[src/rtl/conv_pkg.sv]
// conv_pkg: shared defaults and pointer helpers for the convolution output path
package conv_pkg;
  localparam int OUTW_DEF = 24;
  function automatic int ptr_inc(input int ptr, input int depth);
    return (ptr == depth - 1) ? 0 : ptr + 1;
  endfunction
endpackage

[src/rtl/fifo_mem_dp.sv]
// fifo_mem_dp: simple dual-port memory with registered, enable-held read and write-first forwarding
module fifo_mem_dp #(
  parameter int WIDTH = 24,
  parameter int SIZE  = 19,
  parameter int AW    = $clog2(SIZE)
) (
  input  logic             clk,
  input  logic             wr_en,
  input  logic [AW-1:0]    wr_addr,
  input  logic [WIDTH-1:0] wdata,
  input  logic             rd_en,
  input  logic [AW-1:0]    rd_addr,
  output logic [WIDTH-1:0] rdata
);
  logic [WIDTH-1:0] mem [SIZE];
  // storage is never reset; the read register holds whenever rd_en is low
  always_ff @(posedge clk) begin
    if (wr_en) mem[wr_addr] <= wdata;
    if (rd_en) rdata <= (wr_en && wr_addr == rd_addr) ? wdata : mem[rd_addr];
  end
endmodule

[src/rtl/fifo_out_prefetch.sv]
// fifo_out_prefetch: output FIFO whose memory read register is the AXIS output stage
module fifo_out_prefetch
  import conv_pkg::*;
#(
  parameter int OUTW      = OUTW_DEF,
  parameter int DEPTH     = 19,
  parameter int AF_THRESH = DEPTH - 2,
  localparam int CW       = $clog2(DEPTH + 2),
  localparam int AW       = $clog2(DEPTH)
) (
  input  logic            clk,
  input  logic            reset,
  input  logic            flush,
  input  logic [OUTW-1:0] IN_AXIS_TDATA,
  input  logic            IN_AXIS_TVALID,
  output logic            IN_AXIS_TREADY,
  output logic [OUTW-1:0] OUT_AXIS_TDATA,
  output logic            OUT_AXIS_TVALID,
  input  logic            OUT_AXIS_TREADY,
  output logic [CW-1:0]   count,
  output logic            almost_full
);
  logic [AW-1:0] wr_ptr, rd_ptr;
  logic [CW-1:0] mem_cnt, mem_nxt, cnt_nxt;
  logic          out_valid, out_nxt, live, wr_en, rd_en, pop;
  // live keeps READY low until the first edge after reset release
  assign IN_AXIS_TREADY  = live && (mem_cnt < CW'(DEPTH));
  assign OUT_AXIS_TVALID = out_valid;
  assign wr_en   = IN_AXIS_TVALID && IN_AXIS_TREADY && !flush;
  assign pop     = out_valid && OUT_AXIS_TREADY;
  assign rd_en   = (mem_cnt != '0) && (!out_valid || OUT_AXIS_TREADY) && !flush;
  assign mem_nxt = flush ? '0 : mem_cnt + CW'(wr_en) - CW'(rd_en);
  assign out_nxt = flush ? 1'b0 : rd_en ? 1'b1 : pop ? 1'b0 : out_valid;
  assign cnt_nxt = mem_nxt + CW'(out_nxt);
  fifo_mem_dp #(.WIDTH(OUTW), .SIZE(DEPTH), .AW(AW)) u_mem (
    .clk     (clk),
    .wr_en   (wr_en),
    .wr_addr (wr_ptr),
    .wdata   (IN_AXIS_TDATA),
    .rd_en   (rd_en),
    .rd_addr (rd_ptr),
    .rdata   (OUT_AXIS_TDATA)
  );
  // pointers, occupancy and registered flags; flush clears everything at the edge
  always_ff @(posedge clk or negedge reset) begin
    if (!reset) begin
      wr_ptr      <= '0;
      rd_ptr      <= '0;
      mem_cnt     <= '0;
      out_valid   <= 1'b0;
      count       <= '0;
      almost_full <= 1'b0;
      live        <= 1'b0;
    end else begin
      live        <= 1'b1;
      wr_ptr      <= flush ? '0 : wr_en ? AW'(ptr_inc(32'(wr_ptr), DEPTH)) : wr_ptr;
      rd_ptr      <= flush ? '0 : rd_en ? AW'(ptr_inc(32'(rd_ptr), DEPTH)) : rd_ptr;
      mem_cnt     <= mem_nxt;
      out_valid   <= out_nxt;
      count       <= cnt_nxt;
      almost_full <= cnt_nxt >= CW'(AF_THRESH);
    end
  end
endmodule

[config.mk]
export PLATFORM = sky130hd
export DESIGN_NAME = fifo_out_prefetch
export DESIGN_NICKNAME = d
export VERILOG_FILES = /design/src/rtl/conv_pkg.sv /design/src/rtl/fifo_mem_dp.sv /design/src/rtl/fifo_out_prefetch.sv
export SDC_FILE = /design/constraint.sdc
export NUM_CORES = 1
export LEC_CHECK = 0
export BUFFER_PORTS_ARGS = -buffer_cell sky130_fd_sc_hd__buf_2
export CAP_MARGIN = 0
export CORE_ASPECT_RATIO = 1.25
export CORE_UTILIZATION = 56
export CTS_CLUSTER_DIAMETER = 40
export CTS_CLUSTER_SIZE = 14
export DETAILED_ROUTE_END_ITERATION = 8
export MAX_ROUTING_LAYER = met4
export PLACE_DENSITY = 0.77
export SYNTH_ARGS = -nofsm -noshare
export SYNTH_HDL_FRONTEND = slang
export SYNTH_SLANG_ARGS = --single-unit
export TNS_END_PERCENT = 100
[constraint.sdc]
create_clock -name clk -period 3.9 [get_ports clk]
set_clock_uncertainty 0.2 [all_clocks]
set_input_delay 0.195 -clock clk [delete_from_list [all_inputs] [get_ports clk]]
set_output_delay 0.195 -clock clk [all_outputs]
set_load 0.05 [all_outputs]
==> flow_summary_export.csv <==
group,metric,value,unit
logic_synthesis,synth_edf_count,480,
placed_design,port_buffers,60,
global_route,track_usage,24.1,%
detailed_routing,finalWirelength,40700,um
detailed_routing,dr.pass1.iters,5,
logic_synthesis,ys_seq_area_share,75.2,%
logic_synthesis,syn-num-nets,1059,
run,maxCapViolCount,0,
detailed_routing,ant_nets,0,
clocking,htree_levels,2,
power_and_ir_drop,combPwrFrac,24.0,%
power_and_ir_drop,switching_share,28.3,%
logic_synthesis,yosys_warnings,0,
placed_design,pre_cts_slack,0.179,ns
power_and_ir_drop,power.internal,10100,uW
status,status,"completed",
layout,layout.nets,1179,
critical_path,cp-start-kind,"register",
logic_synthesis,ys_async_sr_fraction,4.57,%
detailed_routing,drtIter0Drc,1067,
global_route,antenna_found_initial,0,
logic_synthesis,syn_area,19900,um2
clocking,cts_tree,"yes",
power_and_ir_drop,seq_power_share,45.4,%
critical_path,crit_chain,"inv_1 -> ha_1 -> or4b_4 -> nand2_1 -> nor2_4 -> ha_1 -> inv_1 -> ha_1 -> inv_1 -> fa_1 -> nor2_2 -> ha_1 -> xor2_1 -> nor3_1 -> a211oi_1",
timing,setup_viol,0,
clocking,cts_sinks,503,
timing,fin_crit,3.56,ns
logic_synthesis,synthCells,1013,
power_and_ir_drop,p_switching,4000,uW
timing,rsz0062_at_grt,"false",
timing,setup_slack,0.341,ns
layout,layout-drive-gt1-share,27.0,%
clocking,numCtsBuffers,47,
clocking,clk_latency,0.56,ns
power_and_ir_drop,leakagePower,0.00739,uW
worst_hold_path,hold_class,"input pin to register",
logic_synthesis,ys_ff_latch,503,
critical_path,crit_top_cell,"ha_1",
placed_design,gp_congestion,0.778,
logic_synthesis,synth.avg_cell_area,19.7,um2
detailed_routing,num_vias,9939,
floorplanning,die-height,213,um
timing,fin_tns_setup,0,ns
critical_path,worst_path_largest_cell_delay,0.49,ns
floorplanning,ios,61,
power_and_ir_drop,p_clk_share,30.6,%
layout,antenna_cells,0,
power_and_ir_drop,power_per_cell_area,621,nW/um2
timing,max_freq,281,MHz
power_and_ir_drop,power.total,14200,uW
floorplanning,start_util,57.4,%
timing,drv_slew,0,
critical_path,arrival,3.81,ns
critical_path,crit_slowest_cell,"or4b_4",
placed_design,dp_hpwl,22500,um
detailed_routing,drc_errors,0,
global_route,grt_pass1_wl,60900,um
global_route,grt_pass1_vias,10000,
logic_synthesis,synth_ff_type,"edfxtp_1",
critical_path,critical_path.endpoint_type,"register",
timing,worst_slew_pin_slew,1.01,ns
clocking,ctsRootBufferMaster,"clkbuf_16",
timing,hold_violations,0,
timing,relSlewSlack,32.1,%
global_route,grt_start_max_net_pins,42,
floorplanning,die_w,171,um
floorplanning,core_area,34700,um2
detailed_routing,wl_per_cell,25.1,um
floorplanning,design.die.area,36400,um2
critical_path,critPathTopFamily,"adder cells",
critical_path,required,4.16,ns
layout,area_growth,14.4,%
critical_path,critPathBufInv,3,
critical_path,path_max_fanout,4,
floorplanning,num_rows,76,
logic_synthesis,synthDistinctLibCells,47,
clocking,clk_pin_slew_worst_paths,0.06,ns
timing,min_period_over_period,91.2,%
global_route,overflow,0,
clocking,cts_buffer_depth,3,
power_and_ir_drop,irDropWorstVdd,0.000436,V
critical_path,critical_path_class,"register to register",
detailed_routing,vias_per_cell,6.13,
==> layout by cell type (no fill, tap or decap), types with 4 or more instances in the layout <==
| master | instances |
|---|---|
| mux2i_1 | 49 |
| nand2b_1 | 5 |
| xnor2_1 | 6 |
| o21ai_0 | 31 |
| a21oi_1 | 31 |
| nand3_1 | 4 |
| nand2_1 | 37 |
| clkinv_2 | 6 |
| clkbuf_16 | 47 |
| dfrtp_1 | 20 |
| buf_2 | 60 |
| xor2_1 | 5 |
| edfxtp_1 | 480 |
| mux4_2 | 84 |
| inv_1 | 11 |
| buf_12 | 11 |
| ha_1 | 16 |
| nor2_1 | 59 |
| mux2_2 | 25 |
| mux4_1 | 11 |
| nor2_4 | 20 |
| a221oi_1 | 12 |
| dlygate4sd3_1 | 29 |
| a221oi_2 | 11 |
| bufinv_16 | 4 |
| a31oi_1 | 4 |
| buf_4 | 26 |
==> worst min-delay path: stages <==
cell and delay, ns:
dlygate4sd3_1 0.53, buf_2 0.22, nor2_1 0.13
==> what timing repair did <==
action / 4_1_cts / 5_1_grt
setup endpoints to repair: 0 / 2
resized for setup: 0 / 3
setup buffers: 0 / 1
hold endpoints to repair: 510 / 0
hold buffers: 29 / 0
==> metrics by stage <==
step,utilization (%),hold WS (ns),instances,area (um2)
global placement,60.7,-0.00943,1522,21100
global route,65.7,0.390,1621,22800
CTS,65.6,0.338,1620,22800
floorplan,-,-0.301,1013,19900
finish,65.7,0.354,1621,22800
detailed placement,60.7,-0.00700,1522,21100
==> synthesized netlist by cell type, types with 5 or more instances <==
| library cell | count | share of area, % |
|---|---|---|
| a21oi_1 | 31 | 0.78 |
| a221oi_1 | 12 | 0.53 |
| a221oi_2 | 11 | 0.83 |
| buf_2 | 15 | 0.38 |
| buf_6 | 10 | 0.57 |
| clkbuf_1 | 24 | 0.45 |
| dfrtp_1 | 23 | 2.9 |
| edfxtp_1 | 480 | 72 |
| ha_1 | 16 | 1.0 |
| inv_1 | 11 | 0.21 |
| mux2_2 | 25 | 1.4 |
| mux2i_1 | 49 | 2.5 |
| mux4_1 | 11 | 1.5 |
| mux4_2 | 84 | 9.5 |
| nand2_1 | 37 | 0.70 |
| nand2b_1 | 5 | 0.16 |
| nor2_1 | 81 | 1.5 |
| o21ai_0 | 31 | 0.78 |
| xnor2_1 | 6 | 0.26 |
| xor2_1 | 5 | 0.22 |
==> registers in the layout, indices dropped and copies added (netlist names) <==
register         count
u_mem.mem          456
u_mem.rdata         24
count                5
mem_cnt              5
rd_ptr               5
wr_ptr               5
OUT_AXIS_TVALID      1
almost_full          1
live                 1
==> power by group through the flow <==
stage	Sequential (uW)	Clock [uW]	Combinational, uW
floorplan	6780	0	2350
global placement	6540	0	3310
detailed placement	6540	0	3360
CTS	6430	4390	3400
global route	6460	4570	3660
finish	6430	4330	3390
==> cell type report <==
cell class              count  area, um2
clock buffers              50       1190
flip-flops and latches    503      15000
well taps                 468        586
inverters                  12       45.0
clock inverters            19        224
repair buffers            126       1010
fillers                  2183      11900
multi-input cells         443       4750
==> worst paths after layout <==
kind / start / end / slack, ns / cells past startpoint
hold reg to reg: rd_ptr[3]$_DFFE_PN0P_ / rd_ptr[3]$_DFFE_PN0P_ / 0.44 / 1
min in group asynchronous: reset / mem_cnt[1]$_DFF_PN0_ / 0.69 / 3
max in group asynchronous: reset / rd_ptr[1]$_DFFE_PN0P_ / 2.08 / 3
setup / recovery: mem_cnt[3]$_DFF_PN0_ / almost_full$_DFF_PN0_ / 0.34 / 15
setup reg to reg: mem_cnt[3]$_DFF_PN0_ / almost_full$_DFF_PN0_ / 0.34 / 15
hold / removal: flush / mem_cnt[4]$_DFF_PN0_ / 0.35 / 3
==> logic make-up after synthesis <==
family                   Yosys count  share of synthesized area, %
AO/OA/AOI/OAI                    100                          3.48
XOR/XNOR                          11                         0.483
adder cells (fa/ha/maj)           17                          1.10
buffers and inverters             67                          1.77
flip-flops                       503                          75.2
multiplexers                     169                          14.8
other                              1                        0.0188
AND/OR/NAND/NOR                  145                          3.11
==> routing by layer <==
| layer | global-route usage [%] | vias up | routed length, um |
|---|---|---|---|
| li1 | - | 4313 | - |
| met1 | 31.6 | 5121 | 16000 |
| met2 | 38.8 | 414 | 20600 |
| met3 | 3.30 | 91 | 2600 |
| met4 | 9.01 | 0 | 1430 |
| met5 | - | - | 0 |
(Power assumes the default switching activity.)
